**src/rtl/gpu_warp_issue_scheduler_if.sv**
```systemverilog
// rtl/gpu_warp_issue_scheduler_if.sv - warp buffer / execution unit port bundle for the issue scheduler
interface gpu_warp_issue_scheduler_if #(
  parameter int NUM_WARPS = 4,
  parameter int WARP_ID_W = 2
);
  logic [NUM_WARPS-1:0]   warp_valid_i;
  logic [8*NUM_WARPS-1:0] warp_opcode_i;
  logic [NUM_WARPS-1:0]   warp_pop_o;
  logic                   int_ready_i;
  logic                   fp_ready_i;
  logic                   mem_ready_i;
  logic                   issue_valid_o;
  logic [1:0]             issue_unit_o;
  logic [WARP_ID_W-1:0]   issue_warp_o;
  logic [7:0]             issue_opcode_o;
  logic                   sync_release_o;
  logic                   illegal_o;
  logic [WARP_ID_W-1:0]   illegal_warp_o;
  logic [NUM_WARPS-1:0]   halted_o;
  logic                   all_halted_o;

  // Scheduler side
  modport master (
    input  warp_valid_i, warp_opcode_i, int_ready_i, fp_ready_i, mem_ready_i,
    output warp_pop_o, issue_valid_o, issue_unit_o, issue_warp_o, issue_opcode_o,
    output sync_release_o, illegal_o, illegal_warp_o, halted_o, all_halted_o
  );

  // Environment side (warp buffers and execution units)
  modport slave (
    output warp_valid_i, warp_opcode_i, int_ready_i, fp_ready_i, mem_ready_i,
    input  warp_pop_o, issue_valid_o, issue_unit_o, issue_warp_o, issue_opcode_o,
    input  sync_release_o, illegal_o, illegal_warp_o, halted_o, all_halted_o
  );
endinterface

```
**src/rtl/gpu_warp_issue_scheduler.sv**
```systemverilog
// rtl/gpu_warp_issue_scheduler.sv - round-robin warp issue scheduler with opcode routing, barriers and FP hold-off
module gpu_warp_issue_scheduler #(
  parameter int NUM_WARPS   = 4,
  parameter int WARP_ID_W   = 2,
  parameter int FP_LONG_LAT = 8
) (
  input logic clk,
  input logic rst,
  gpu_warp_issue_scheduler_if.master bus
);

  typedef enum logic [3:0] {
    CL_INT, CL_FP, CL_FPL, CL_MEM, CL_CTRL, CL_NOP, CL_SYNC, CL_HALT, CL_ILL
  } op_class_e;

  localparam logic [1:0] U_INT  = 2'd0;
  localparam logic [1:0] U_FP   = 2'd1;
  localparam logic [1:0] U_MEM  = 2'd2;
  localparam logic [1:0] U_CTRL = 2'd3;

  function automatic op_class_e classify(input logic [7:0] op);
    op_class_e c;
    c = CL_ILL;
    if (op inside {[8'h01:8'h06], [8'h10:8'h12], [8'h20:8'h24], [8'h30:8'h34], [8'h40:8'h49],
                   [8'h60:8'h63], [8'h70:8'h74], [8'h80:8'h81], [8'h90:8'h92]})
      c = CL_INT;
    else if (op inside {8'hA3, 8'hA6, 8'hA7, 8'hA8})
      c = CL_FPL;
    else if (op inside {[8'hA0:8'hAD], [8'hB0:8'hB5]})
      c = CL_FP;
    else if (op inside {[8'hC0:8'hC1]})
      c = CL_MEM;
    else if (op inside {[8'hE0:8'hE4], [8'hF1:8'hF2]})
      c = CL_CTRL;
    else if (op == 8'h9F)
      c = CL_NOP;
    else if (op == 8'hE5)
      c = CL_SYNC;
    else if (op == 8'hF0)
      c = CL_HALT;
    return c;
  endfunction

  // Pointer arithmetic modulo NUM_WARPS, valid for non-power-of-two warp counts.
  function automatic logic [WARP_ID_W-1:0] wrap_inc(input logic [WARP_ID_W-1:0] p, input int n);
    int s;
    s = int'(p) + n;
    if (s >= NUM_WARPS) s = s - NUM_WARPS;
    return WARP_ID_W'(s);
  endfunction

  logic                 issue_valid_q, issue_valid_d;
  logic [1:0]           issue_unit_q, issue_unit_d;
  logic [WARP_ID_W-1:0] issue_warp_q, issue_warp_d;
  logic [7:0]           issue_opcode_q, issue_opcode_d;
  logic                 sync_release_q, sync_release_d;
  logic                 illegal_q, illegal_d;
  logic [WARP_ID_W-1:0] illegal_warp_q, illegal_warp_d;
  logic [NUM_WARPS-1:0] halted_q, halted_d;
  logic [NUM_WARPS-1:0] parked_q, parked_d;
  logic [7:0]           fp_busy_q, fp_busy_d;
  logic [WARP_ID_W-1:0] rr_ptr_q, rr_ptr_d;

  op_class_e            cls [NUM_WARPS];
  logic [NUM_WARPS-1:0] class_ok;
  logic [NUM_WARPS-1:0] elig;
  logic                 grant_found;
  logic [WARP_ID_W-1:0] grant_idx;
  op_class_e            grant_cls;
  logic [7:0]           grant_op;
  logic [NUM_WARPS-1:0] pop;

  // Classify every head opcode and decide which warps could be granted this cycle.
  always_comb begin
    for (int w = 0; w < NUM_WARPS; w++) begin
      cls[w] = classify(bus.warp_opcode_i[8*w +: 8]);
      unique case (cls[w])
        CL_INT:        class_ok[w] = bus.int_ready_i;
        CL_MEM:        class_ok[w] = bus.mem_ready_i;
        CL_FP, CL_FPL: class_ok[w] = bus.fp_ready_i & (fp_busy_q == 8'd0);
        default:       class_ok[w] = 1'b1;
      endcase
      elig[w] = ~rst & bus.warp_valid_i[w] & ~halted_q[w] & ~parked_q[w] & class_ok[w];
    end
  end

  // Round-robin pick of the first eligible warp starting at rr_ptr.
  always_comb begin
    grant_found = 1'b0;
    grant_idx   = '0;
    for (int i = 0; i < NUM_WARPS; i++) begin
      if (!grant_found && elig[wrap_inc(rr_ptr_q, i)]) begin
        grant_found = 1'b1;
        grant_idx   = wrap_inc(rr_ptr_q, i);
      end
    end
    grant_cls = cls[grant_idx];
    grant_op  = bus.warp_opcode_i[8*int'(grant_idx) +: 8];
    pop       = '0;
    if (grant_found) pop[grant_idx] = 1'b1;
  end

  // Next-state: barrier release on registered masks, then effects of this cycle's grant.
  always_comb begin
    issue_valid_d  = 1'b0;
    issue_unit_d   = issue_unit_q;
    issue_warp_d   = issue_warp_q;
    issue_opcode_d = issue_opcode_q;
    sync_release_d = 1'b0;
    illegal_d      = 1'b0;
    illegal_warp_d = illegal_warp_q;
    halted_d       = halted_q;
    parked_d       = parked_q;
    rr_ptr_d       = rr_ptr_q;
    fp_busy_d      = (fp_busy_q != 8'd0) ? fp_busy_q - 8'd1 : 8'd0;

    // Every warp is parked or halted, so no SYNC grant can coincide with this.
    if ((parked_q != '0) && ((parked_q | halted_q) == '1)) begin
      parked_d       = '0;
      sync_release_d = 1'b1;
    end

    if (grant_found) begin
      rr_ptr_d = wrap_inc(grant_idx, 1);
      unique case (grant_cls)
        CL_INT, CL_FP, CL_FPL, CL_MEM, CL_CTRL: begin
          issue_valid_d  = 1'b1;
          issue_warp_d   = grant_idx;
          issue_opcode_d = grant_op;
          unique case (grant_cls)
            CL_INT:        issue_unit_d = U_INT;
            CL_FP, CL_FPL: issue_unit_d = U_FP;
            CL_MEM:        issue_unit_d = U_MEM;
            default:       issue_unit_d = U_CTRL;
          endcase
          if (grant_cls == CL_FPL) fp_busy_d = 8'(FP_LONG_LAT);
        end
        CL_HALT: halted_d[grant_idx] = 1'b1;
        CL_SYNC: parked_d[grant_idx] = 1'b1;
        CL_ILL: begin
          illegal_d      = 1'b1;
          illegal_warp_d = grant_idx;
        end
        default: ;
      endcase
    end
  end

  // State and registered outputs.
  always_ff @(posedge clk) begin
    if (rst) begin
      issue_valid_q  <= 1'b0;
      issue_unit_q   <= '0;
      issue_warp_q   <= '0;
      issue_opcode_q <= '0;
      sync_release_q <= 1'b0;
      illegal_q      <= 1'b0;
      illegal_warp_q <= '0;
      halted_q       <= '0;
      parked_q       <= '0;
      fp_busy_q      <= '0;
      rr_ptr_q       <= '0;
    end else begin
      issue_valid_q  <= issue_valid_d;
      issue_unit_q   <= issue_unit_d;
      issue_warp_q   <= issue_warp_d;
      issue_opcode_q <= issue_opcode_d;
      sync_release_q <= sync_release_d;
      illegal_q      <= illegal_d;
      illegal_warp_q <= illegal_warp_d;
      halted_q       <= halted_d;
      parked_q       <= parked_d;
      fp_busy_q      <= fp_busy_d;
      rr_ptr_q       <= rr_ptr_d;
    end
  end

  assign bus.warp_pop_o     = pop;
  assign bus.issue_valid_o  = issue_valid_q;
  assign bus.issue_unit_o   = issue_unit_q;
  assign bus.issue_warp_o   = issue_warp_q;
  assign bus.issue_opcode_o = issue_opcode_q;
  assign bus.sync_release_o = sync_release_q;
  assign bus.illegal_o      = illegal_q;
  assign bus.illegal_warp_o = illegal_warp_q;
  assign bus.halted_o       = halted_q;
  assign bus.all_halted_o   = &halted_q;

endmodule

```
**src/flat_wrapper.sv**
```systemverilog
// flat-port wrapper written by rule: the top's interface ports become plain ports
module gpu_warp_issue_scheduler_flat 
#(
  parameter int NUM_WARPS   = 4,
  parameter int WARP_ID_W   = 2,
  parameter int FP_LONG_LAT = 8
)
  (clk, rst, bus_warp_valid_i, bus_warp_opcode_i, bus_int_ready_i, bus_fp_ready_i, bus_mem_ready_i, bus_warp_pop_o, bus_issue_valid_o, bus_issue_unit_o, bus_issue_warp_o, bus_issue_opcode_o, bus_sync_release_o, bus_illegal_o, bus_illegal_warp_o, bus_halted_o, bus_all_halted_o);
  gpu_warp_issue_scheduler_if #(.NUM_WARPS(NUM_WARPS), .WARP_ID_W(WARP_ID_W)) bus_i ();
  input logic clk;
  input logic rst;
  input wire logic [$bits(bus_i.warp_valid_i)-1:0] bus_warp_valid_i;
  input wire logic [$bits(bus_i.warp_opcode_i)-1:0] bus_warp_opcode_i;
  input wire logic [$bits(bus_i.int_ready_i)-1:0] bus_int_ready_i;
  input wire logic [$bits(bus_i.fp_ready_i)-1:0] bus_fp_ready_i;
  input wire logic [$bits(bus_i.mem_ready_i)-1:0] bus_mem_ready_i;
  output wire logic [$bits(bus_i.warp_pop_o)-1:0] bus_warp_pop_o;
  output wire logic [$bits(bus_i.issue_valid_o)-1:0] bus_issue_valid_o;
  output wire logic [$bits(bus_i.issue_unit_o)-1:0] bus_issue_unit_o;
  output wire logic [$bits(bus_i.issue_warp_o)-1:0] bus_issue_warp_o;
  output wire logic [$bits(bus_i.issue_opcode_o)-1:0] bus_issue_opcode_o;
  output wire logic [$bits(bus_i.sync_release_o)-1:0] bus_sync_release_o;
  output wire logic [$bits(bus_i.illegal_o)-1:0] bus_illegal_o;
  output wire logic [$bits(bus_i.illegal_warp_o)-1:0] bus_illegal_warp_o;
  output wire logic [$bits(bus_i.halted_o)-1:0] bus_halted_o;
  output wire logic [$bits(bus_i.all_halted_o)-1:0] bus_all_halted_o;
  assign bus_i.warp_valid_i = bus_warp_valid_i;
  assign bus_i.warp_opcode_i = bus_warp_opcode_i;
  assign bus_i.int_ready_i = bus_int_ready_i;
  assign bus_i.fp_ready_i = bus_fp_ready_i;
  assign bus_i.mem_ready_i = bus_mem_ready_i;
  assign bus_warp_pop_o = bus_i.warp_pop_o;
  assign bus_issue_valid_o = bus_i.issue_valid_o;
  assign bus_issue_unit_o = bus_i.issue_unit_o;
  assign bus_issue_warp_o = bus_i.issue_warp_o;
  assign bus_issue_opcode_o = bus_i.issue_opcode_o;
  assign bus_sync_release_o = bus_i.sync_release_o;
  assign bus_illegal_o = bus_i.illegal_o;
  assign bus_illegal_warp_o = bus_i.illegal_warp_o;
  assign bus_halted_o = bus_i.halted_o;
  assign bus_all_halted_o = bus_i.all_halted_o;
  gpu_warp_issue_scheduler #(.NUM_WARPS(NUM_WARPS), .WARP_ID_W(WARP_ID_W), .FP_LONG_LAT(FP_LONG_LAT)) u_core (.clk(clk), .rst(rst), .bus(bus_i));
endmodule
```
**config.mk**
```make
export PLATFORM = sky130hd
export DESIGN_NAME = gpu_warp_issue_scheduler_flat
export DESIGN_NICKNAME = d
export VERILOG_FILES = /design/src/rtl/gpu_warp_issue_scheduler_if.sv /design/src/rtl/gpu_warp_issue_scheduler.sv /design/src/flat_wrapper.sv
export SDC_FILE = /design/constraint.sdc
export NUM_CORES = 1
export LEC_CHECK = 0
export ABC_AREA = 1
export BUFFER_PORTS_ARGS = -buffer_cell sky130_fd_sc_hd__clkbuf_2
export CAP_MARGIN = 25
export CORE_MARGIN = 2
export CORE_UTILIZATION = 34
export CTS_CLUSTER_SIZE = 10
export DETAILED_ROUTE_END_ITERATION = 8
export GPL_ROUTABILITY_DRIVEN = 0
export PLACE_DENSITY = 0.63
export SYNTH_ARGS = -nofsm -noshare
export SYNTH_HDL_FRONTEND = slang
export SYNTH_SLANG_ARGS = --single-unit
export TNS_END_PERCENT = 50
```
**constraint.sdc**
```tcl
create_clock -name clk -period 3.76 [get_ports clk]
set_input_delay 0.752 -clock clk [delete_from_list [all_inputs] [get_ports clk]]
set_output_delay 0.752 -clock clk [all_outputs]
set_load 0.03 [all_outputs]
```
==> impl_metrics.json, run 1 <==
{
  "cts.sinks": 35,
  "ios": 67,
  "crit_type": "in -> out",
  "required_ns": 3.01,
  "antenna_found_initial": 0,
  "skew_ns": 0.00663,
  "yosysTopAreaCell": "nand2_1",
  "grt_pass1_wl_um": 22900,
  "vias": 5777,
  "grt_setup_unrepaired": "true",
  "arrival_ns": 3.15,
  "pre_cts_ws_ns": -0.197,
  "synth_top_cell_area_share": 0.181,
  "slew_headroom": 0.421,
  "layout.nets": 1013,
  "p_leak_uw": 0.00347,
  "drive_above_1_share": 0.426,
  "dieArea_um2": 13000,
  "critPathMaxFanout": 6,
  "cts_tree": "yes",
  "post-route-drc-count": 0,
  "gr-total-overflow": 0,
  "antenna_left": 0,
  "pwr_density_cell_nw_per_um2": 906,
  "first_pass_iters": 5,
  "core_um2": 11900,
  "clk_latency_ns": 0.28,
  "setup_viol": 8,
  "yosysWarnings": 0,
  "synth_area_leaders": "nand2_1 (18%), dfxtp_1 (17%), nand3_1 (12%), inv_1 (8.9%), nor2_1 (8.9%)",
  "cp-start-kind": "primary input",
  "fin_ws_ns": -0.143,
  "portBuffers": 66,
  "syn_area_per_cell_um2": 5.40,
  "diodes": 0,
  "synth.net_count": 808,
  "first_iter_violations": 534,
  "final_common_cell": "nand2_1",
  "synth_seq_area_share": 0.170,
  "detail_route.wl_per_cell_um": 14.2,
  "total_power_uw": 6160,
  "finalWirelength_um": 15800,
  "hold_path_class": "reg -> reg",
  "syn_to_final_growth_pct": 65.4,
  "grt_max_degree": 42,
  "grt_pass1_vias": 4961,
  "synth_xor_area_frac": 0.0149,
  "clk_pin_slew_ns": 0.05,
  "fin_crit_sh": 1.04,
  "synth-simple-area-share": 0.513,
  "synth_cell_type_count": 39,
  "cts_buffers": 5,
  "layout_min_cycle_time_ns": 3.90,
  "peakVddDrop_mv": 0.660,
  "synthAdderAreaFrac": 0.0152,
  "worst_slew_pin_slew_ns": 0.857,
  "synth_compound_area_frac": 0.142,
  "clockBufferDepth": 2,
  "syn_area_um2": 4110,
  "maxCapViolCount": 0,
  "synth_top_family_by_area": "simple AND/OR/NAND/NOR gates",
  "num_rows": 40,
  "htreeDepth": 2,
  "final_max_slew_viol_count": 0,
  "violations": "setup timing",
  "cp-end-kind": "output pin",
  "grt_usage": 0.216,
  "initial_core_util": 0.345,
  "hold_viol": 0,
  "dp_hpwl_um": 10800,
  "die_y_um": 114,
  "status": "complete, but fails checks",
  "yosys_register_bits": 35,
  "via_per_inst": 5.19,
  "fmax_mhz": 256,
  "synth_mux_area_frac": 0,
  "die_w_um": 114,
  "mostFrequentLayoutCells": "nand2_1 (164), buf_4 (151), inv_1 (82)",
  "utilization": 0.571,
  "cts-root-buf": "clkbuf_16",
  "synth_cells": 762
}
## flip-flops by register name, indices dropped and copies added, names as in the netlist, 2 cells and up
register	count
u_core.bus.issue_opcode_o	8
u_core.fp_busy_q	8
u_core.bus.halted_o	4
u_core.parked_q	4
u_core.bus.illegal_warp_o	2
u_core.bus.issue_unit_o	2
u_core.bus.issue_warp_o	2
u_core.rr_ptr_q	2
## kinds of logic (layout without fill, tap and decap cells)
family                   after synthesis  count (layout)
AO/OA/AOI/OAI                        106             106
flip-flops                            35              35
AND/OR/NAND/NOR                      469             470
buffers and inverters                140             344
XOR/XNOR                               7               7
adder cells (fa/ha/maj)                5               5
## worst max-delay path, stage by stage
cell      delay [ns]
buf_8           0.11
nor2_4          0.18
inv_2           0.07
nand2_1         0.07
nand3_1         0.08
nand2_1         0.08
nand2_1         0.06
nand2_2         0.09
nor2_1          0.05
nand2_1         0.07
nand3_2         0.12
nand3_2         0.13
nand2_4         0.09
o21ai_4         0.26
nand4_2         0.19
nand3_2         0.14
buf_4           0.12
ha_1            0.16
inv_2           0.05
nor2_4          0.11
clkbuf_8        0.16
## timing repair
item | 4_1_cts | 5_1_grt
hold buffers | 0 | 0
pin swaps | 12 | 63
buffers inserted | 10 | 21
endpoints found under the setup margin | 4 | 29
cloned | 0 | 4
gates resized for setup | 38 | 247
## metrics by stage
step | setup TNS, ns | instances | cell area (um2) | hold slack [ns]
after floorplan | -0.183 | 762 | 4130 | 0.393
after global placement | -0.786 | 1073 | 5440 | 0.404
after detailed placement | -1.65 | 1073 | 5440 | 0.405
after CTS | -0.0112 | 1090 | 5800 | 0.412
after global routing | -4.42 | 1114 | 6810 | 0.449
final | -0.541 | 1114 | 6810 | 0.422
## layer usage
layer | vias to the layer above | global-route usage | wire, um
met2 | 268 | 0.345 | 7170
li1 | 2883 | - | -
met4 | 0 | 0.0821 | 546
met5 | - | 0 | 0
met3 | 42 | 0.0276 | 1180
met1 | 2584 | 0.295 | 6930
## synthesized netlist by cell type
master,count
nand2_1,198
inv_1,98
nor2_1,98
nand3_1,95
a21oi_1,53
o21ai_0,36
dfxtp_1,35
nand2_2,16
buf_2,14
inv_2,14
nor3_1,13
nand4_1,12
nor2_2,10
nor4_1,8
nand3_2,7
o211ai_1,6
buf_6,5
ha_1,5
xor2_1,5
and3_1,4
buf_4,3
clkbuf_1,3
a21o_1,2
a21oi_2,2
clkbuf_2,2
nand3b_1,2
nor2_4,2
o31ai_1,2
xnor2_1,2
clkinv_1,1
nand2b_1,1
nand4_2,1
nor3_2,1
nor4b_1,1
o2111ai_1,1
o21ai_1,1
o21ai_4,1
o311ai_0,1
o41ai_1,1
## where the power goes
group	internal, uW	total, uW	switching, uW
clock	258	408	150
sequential	517	616	99.0
combinational	2140	5140	3000
## final cells by class
type	count	area, um2
fill	1082	5110
tap	147	184
inverter	113	447
clock buffer	6	139
clock inverter	1	5.00
multi-input combinational	588	3580
timing repair buffer	224	1750
sequential	35	701
## path summary, 6_finish.rpt
path	startpoint	endpoint	slack, ns	cells after the start
worst max-delay path	bus_warp_opcode_i[8]	bus_warp_pop_o[0]	-0.14	21
worst min-delay path	u_core.fp_busy_q[0]$_SDFF_PP0_	u_core.fp_busy_q[0]$_SDFF_PP0_	0.42	1
worst max register to register	u_core.fp_busy_q[0]$_SDFF_PP0_	u_core.bus.issue_unit_o[1]$_SDFFE_PP0P_	0.14	29
worst min register to register	u_core.fp_busy_q[0]$_SDFF_PP0_	u_core.fp_busy_q[0]$_SDFF_PP0_	0.42	1
Power figures use the tool's default switching activity.
==> inputs of run 2 (changes only) <==
--- a/config.mk
+++ b/config.mk
@@ -17,4 +17,4 @@
 export SYNTH_ARGS = -nofsm -noshare
 export SYNTH_HDL_FRONTEND = slang
 export SYNTH_SLANG_ARGS = --single-unit
-export TNS_END_PERCENT = 50
+export TNS_END_PERCENT = 1
==> run 2 against run 1 <==
Against the previous run: first-iteration DRC count up 5.8%; critical path type unchanged; the flow still finishes with violations (setup timing); die area unchanged; final area up 1.3%; core utilization rose by 0.77 points; power rose by 9.0%; combinational power is 11% higher; highest routed layer unchanged; worst hold slack hardly changed; clock skew about the same; sequential share of layout area shrank 0.14 points.
==> impl_metrics.json, run 2 (synthesized netlist as in run 1, its figures left out) <==
{
  "initial_core_util": 0.345,
  "antenna_found_initial": 0,
  "drive_above_1_share": 0.444,
  "hold_path_class": "reg -> reg",
  "slew_headroom": 0.455,
  "peakVddDrop_mv": 0.644,
  "crit_type": "in -> out",
  "pwr_density_cell_nw_per_um2": 974,
  "cts_buffers": 5,
  "internal_power_uw": 3250,
  "core_um2": 11900,
  "finalWirelength_um": 16600,
  "vias": 5909,
  "detail_route.wl_per_cell_um": 14.8,
  "tns_ns": -0.464,
  "grt_max_degree": 42,
  "die_w_um": 114,
  "ios": 67,
  "cts-root-buf": "clkbuf_16",
  "final_common_cell": "nand2_1",
  "clk_pin_slew_ns": 0.05,
  "worst_slew_pin_slew_ns": 0.807,
  "portBuffers": 66,
  "grt_setup_unrepaired": "true",
  "seqCellArea_um2": 701,
  "diodes": 0,
  "fin_crit_sh": 1.03,
  "pwr-share-comb": 0.847,
  "htreeDepth": 2,
  "layout_min_cycle_time_ns": 3.88,
  "first_iter_violations": 565,
  "num_rows": 40,
  "antenna_left": 0,
  "violations": "setup timing",
  "setup_viol": 10,
  "die_y_um": 114,
  "p_seq_frac": 0.092,
  "fin_hold_ws_ns": 0.422,
  "grt_usage": 0.216,
  "hold_viol": 0,
  "num-fill-cells": 1051,
  "clkPwrFrac": 0.061,
  "final_max_slew_viol_count": 0,
  "post-route-drc-count": 0,
  "first_pass_iters": 6,
  "clk_latency_ns": 0.28,
  "multi_input_area_um2": 3560,
  "cts.sinks": 35,
  "layout.nets": 1021,
  "fin_ws_ns": -0.121,
  "utilization": 0.579,
  "mostFrequentLayoutCells": "nand2_1 (164), buf_4 (159), inv_1 (80)",
  "grt_pass1_vias": 4959,
  "switching_power_uw": 3470,
  "dp_hpwl_um": 10800,
  "grt_pass1_wl_um": 22900,
  "required_ns": 3.01,
  "fmax_mhz": 258,
  "arrival_ns": 3.13,
  "gr-total-overflow": 0,
  "switching_share": 0.517,
  "clockBufferDepth": 2,
  "cts_tree": "yes",
  "cp-start-kind": "primary input",
  "dieArea_um2": 13000,
  "skew_ns": 0.00662,
  "p_leak_uw": 0.00351,
  "maxCapViolCount": 0,
  "syn_to_final_growth_pct": 67.6,
  "cp-end-kind": "output pin",
  "via_per_inst": 5.27,
  "critPathMaxFanout": 5,
  "status": "complete, but fails checks"
}
==> run 2: cell types whose count changed in the layout (fill, tap and decap cells not counted), sizes merged <==
cell	change
buf	+10
clkbuf	-1
nand2	-1
==> run 2: power groups by stage <==
stage                     Clock, uW  Combinational, uW  Sequential (uW)
after floorplan                   0               2440              711
after global placement            0               3640              607
after detailed placement          0               3650              607
after CTS                       418               3900              604
after global routing            432               6050              632
final                           409               5690              616
==> run 2: cell type report <==
type / count / share of cell area
tap: 147 / 0.0267
clock buffer: 6 / 0.0201
clock inverter: 1 / 0.000726
multi-input combinational: 587 / 0.517
sequential: 35 / 0.102
inverter: 113 / 0.0659
timing repair buffer: 233 / 0.268
==> run 2: through the flow <==
stage | area [um2] | setup slack [ns] | power, uW | cells
5_1_grt | 6900 | -0.260 | 7110 | 1122
4_1_cts | 5800 | -0.00126 | 4920 | 1090
2_1_floorplan | 4130 | -0.112 | 3150 | 762
3_5_place_dp | 5440 | -0.197 | 4250 | 1073
6_report | 6900 | -0.121 | 6720 | 1122
3_3_place_gp | 5440 | -0.155 | 4240 | 1073
==> run 2: metal layers <==
metal,global-route usage,vias to the layer above,wire (um)
met2,0.346,332,7450
li1,-,2895,-
met1,0.295,2611,7100
met5,0,-,0
met3,0.0276,71,1340
met4,0.0821,0,677
==> run 2: path summary, 6_finish.rpt <==
path | startpoint | end | slack, ns | depth (start not counted)
max | bus_warp_opcode_i[6] | bus_warp_pop_o[2] | -0.12 | 22
min | u_core.fp_busy_q[0]$_SDFF_PP0_ | u_core.fp_busy_q[0]$_SDFF_PP0_ | 0.42 | 1
max reg2reg | u_core.fp_busy_q[0]$_SDFF_PP0_ | u_core.bus.issue_warp_o[1]$_SDFFE_PP0P_ | 0.13 | 29
min reg2reg | u_core.fp_busy_q[0]$_SDFF_PP0_ | u_core.fp_busy_q[0]$_SDFF_PP0_ | 0.42 | 1
==> run 2: what timing repair did <==
| item | CTS | global route |
|---|---|---|
| hold buffers | 0 | 0 |
| endpoints found under the setup margin | 4 | 29 |
| pin swaps | 9 | 89 |
| endpoints found under the hold margin | 0 | 0 |
| gates cloned | 0 | 5 |
| resized for setup | 38 | 255 |
| buffers inserted | 10 | 29 |
==> run 2: critical path, stage by stage <==
cell     delay (ns)
buf_6          0.11
inv_4          0.07
nand2_4        0.06
nor2_4         0.13
nand2_1        0.07
nand2_1        0.09
nand2_1        0.06
nand2_1        0.07
nand2_2        0.10
a21oi_4        0.17
nand3_4        0.12
nand3_4        0.09
nand2_4        0.08
o21ai_4        0.25
buf_6          0.15
nand4_4        0.10
nand3_4        0.12
buf_6          0.13
ha_4           0.12
inv_2          0.04
nor2_4         0.11
buf_8          0.13
==> inputs of run 3 (changes only) <==
--- a/config.mk
+++ b/config.mk
@@ -14,6 +14,7 @@
 export DETAILED_ROUTE_END_ITERATION = 8
 export GPL_ROUTABILITY_DRIVEN = 0
 export PLACE_DENSITY = 0.63
+export SETUP_SLACK_MARGIN = 0.1
 export SYNTH_ARGS = -nofsm -noshare
 export SYNTH_HDL_FRONTEND = slang
 export SYNTH_SLANG_ARGS = --single-unit
==> run 3 against run 2 <==
Against the previous run: the flow still finishes with violations (setup timing); first-iteration DRC count fell by 50%; routed wire length fell by 14%; count of clock-buffer cells in the layout fell by 1; die area did not move.
==> impl_metrics.json, run 3 (synthesized netlist as in run 1, its figures left out) <==
{
  "status": "complete, but fails checks",
  "violations": "setup timing",
  "syn_to_final_growth_pct": 52.9,
  "pwr_density_cell_nw_per_um2": 825,
  "dp_hpwl_um": 10600,
  "num_rows": 40,
  "core_um2": 11900,
  "layout.nets": 996,
  "clkPwrFrac": 0.075,
  "grt_setup_unrepaired": "true",
  "ios": 67,
  "cp-start-kind": "primary input",
  "clockBufferDepth": 2,
  "cp-end-kind": "output pin",
  "peakVddDrop_mv": 0.559,
  "final_common_cell": "nand2_1",
  "switching_share": 0.536,
  "required_ns": 3.01,
  "grt_pass1_vias": 5169,
  "pwr-share-comb": 0.807,
  "final_max_slew_viol_count": 0,
  "arrival_ns": 3.03,
  "hold_viol": 0,
  "detail_route.wl_per_cell_um": 13.0,
  "placed_area_um2": 5280,
  "crit_type": "in -> out",
  "skew_ns": 0.00349,
  "drive_above_1_share": 0.367,
  "die_y_um": 114,
  "p_leak_uw": 0.00324,
  "cts-root-buf": "clkbuf_16",
  "fin_crit_sh": 1.01,
  "critPathMaxFanout": 6,
  "diodes": 0,
  "initial_core_util": 0.345,
  "clk_pin_slew_ns": 0.05,
  "htreeDepth": 2,
  "layout_min_cycle_time_ns": 3.78,
  "num-fill-cells": 1115,
  "setup_viol": 2,
  "p_seq_frac": 0.118,
  "grt_usage": 0.215,
  "antenna_found_initial": 0,
  "gr-total-overflow": 0,
  "vias": 5538,
  "tns_ns": -0.0257,
  "antenna_left": 0,
  "final_area_um2": 6290,
  "hold_path_class": "reg -> reg",
  "switching_power_uw": 2780,
  "maxCapViolCount": 0,
  "portBuffers": 66,
  "post-route-drc-count": 0,
  "via_per_inst": 5.04,
  "grt_max_degree": 26,
  "cts_tree": "yes",
  "worst_slew_pin_slew_ns": 0.752,
  "fin_ws_ns": -0.0189,
  "slew_headroom": 0.492,
  "fin_hold_ws_ns": 0.416,
  "die_w_um": 114,
  "cts.sinks": 35,
  "cts_buffers": 5,
  "first_pass_iters": 5,
  "first_iter_violations": 282,
  "finalWirelength_um": 14200,
  "mostFrequentLayoutCells": "nand2_1 (178), buf_4 (142), nand3_1 (84)",
  "dieArea_um2": 13000,
  "fmax_mhz": 265,
  "grt_pass1_wl_um": 23300,
  "clk_latency_ns": 0.28,
  "internal_power_uw": 2410
}
-- run 3: cell count changes in the layout (fill, tap and decap cells not counted), moves of 10 or more --
cell	change
buf_4	-17
a21oi_1	+11
a21oi_2	-10
buf_6	-15
nand3_2	-21
nand2_1	+14
nand3_1	+25
-- run 3: power groups by stage --
stage                     clock (uW)  combinational, uW  sequential [uW]
final                            390               4190              610
after global routing             413               4600              624
after detailed placement           0               3440              612
after CTS                        397               3840              607
after floorplan                    0               2460              711
after global placement             0               3430              609
-- run 3: routing by layer --
metal / track usage / wire length, um / up-vias
li1: - / - / 2833
met1: 0.270 / 6140 / 2511
met2: 0.387 / 7090 / 158
met3: 0.0255 / 619 / 36
met4: 0.0593 / 380 / 0
met5: 0 / 0 / -
-- run 3: final cells by class --
cell class / count / area (um2) / share of cell area
Clock buffer: 5 / 125 / 0.0199
Clock inverter: 3 / 15.0 / 0.00239
Tap cell: 147 / 184 / 0.0292
Multi-Input combinational cell: 587 / 3250 / 0.517
Sequential cell: 35 / 701 / 0.111
Inverter: 113 / 458 / 0.0728
Timing Repair Buffer: 208 / 1560 / 0.247
-- run 3: worst paths after layout --
path	from	end	slack, ns	cells after the start
max	bus_warp_opcode_i[1]	bus_warp_pop_o[3]	-0.02	22
min	u_core.fp_busy_q[0]$_SDFF_PP0_	u_core.fp_busy_q[0]$_SDFF_PP0_	0.42	1
max reg2reg	u_core.fp_busy_q[0]$_SDFF_PP0_	u_core.bus.issue_opcode_o[7]$_SDFFE_PP0P_	0.33	23
min reg2reg	u_core.fp_busy_q[0]$_SDFF_PP0_	u_core.fp_busy_q[0]$_SDFF_PP0_	0.42	1
-- run 3: per-stage QoR --
step | setup WS (ns) | utilization | power, uW | cells
2_1_floorplan | 0.0381 | - | 3180 | 762
3_3_place_gp | -0.0721 | 0.443 | 4040 | 1054
3_5_place_dp | -0.110 | 0.443 | 4060 | 1054
4_1_cts | 0.0727 | 0.502 | 4850 | 1088
5_1_grt | -0.151 | 0.528 | 5640 | 1098
6_report | -0.0189 | 0.528 | 5190 | 1098
-- run 3: worst max-delay path, stage by stage --
cell       delay (ns)
clkbuf_16        0.13
nor2_4           0.18
inv_2            0.08
nand2_1          0.07
nand2_1          0.04
nand2_1          0.08
nand2_1          0.06
nor2_1           0.12
nor2_1           0.08
nand2_1          0.08
nand3_2          0.10
nand3_2          0.11
nand2_4          0.08
o21ai_4          0.21
nand2_2          0.10
nand2_2          0.08
nand3_4          0.13
inv_4            0.11
ha_4             0.12
inv_2            0.03
nor2_4           0.14
buf_8            0.14
-- run 3: what timing repair did --
item / CTS / global route
gates resized for setup: 100 / 80
pin swaps: 44 / 38
setup buffers: 26 / 10
hold buffers: 0 / 0
endpoints found under the setup margin: 4 / 28
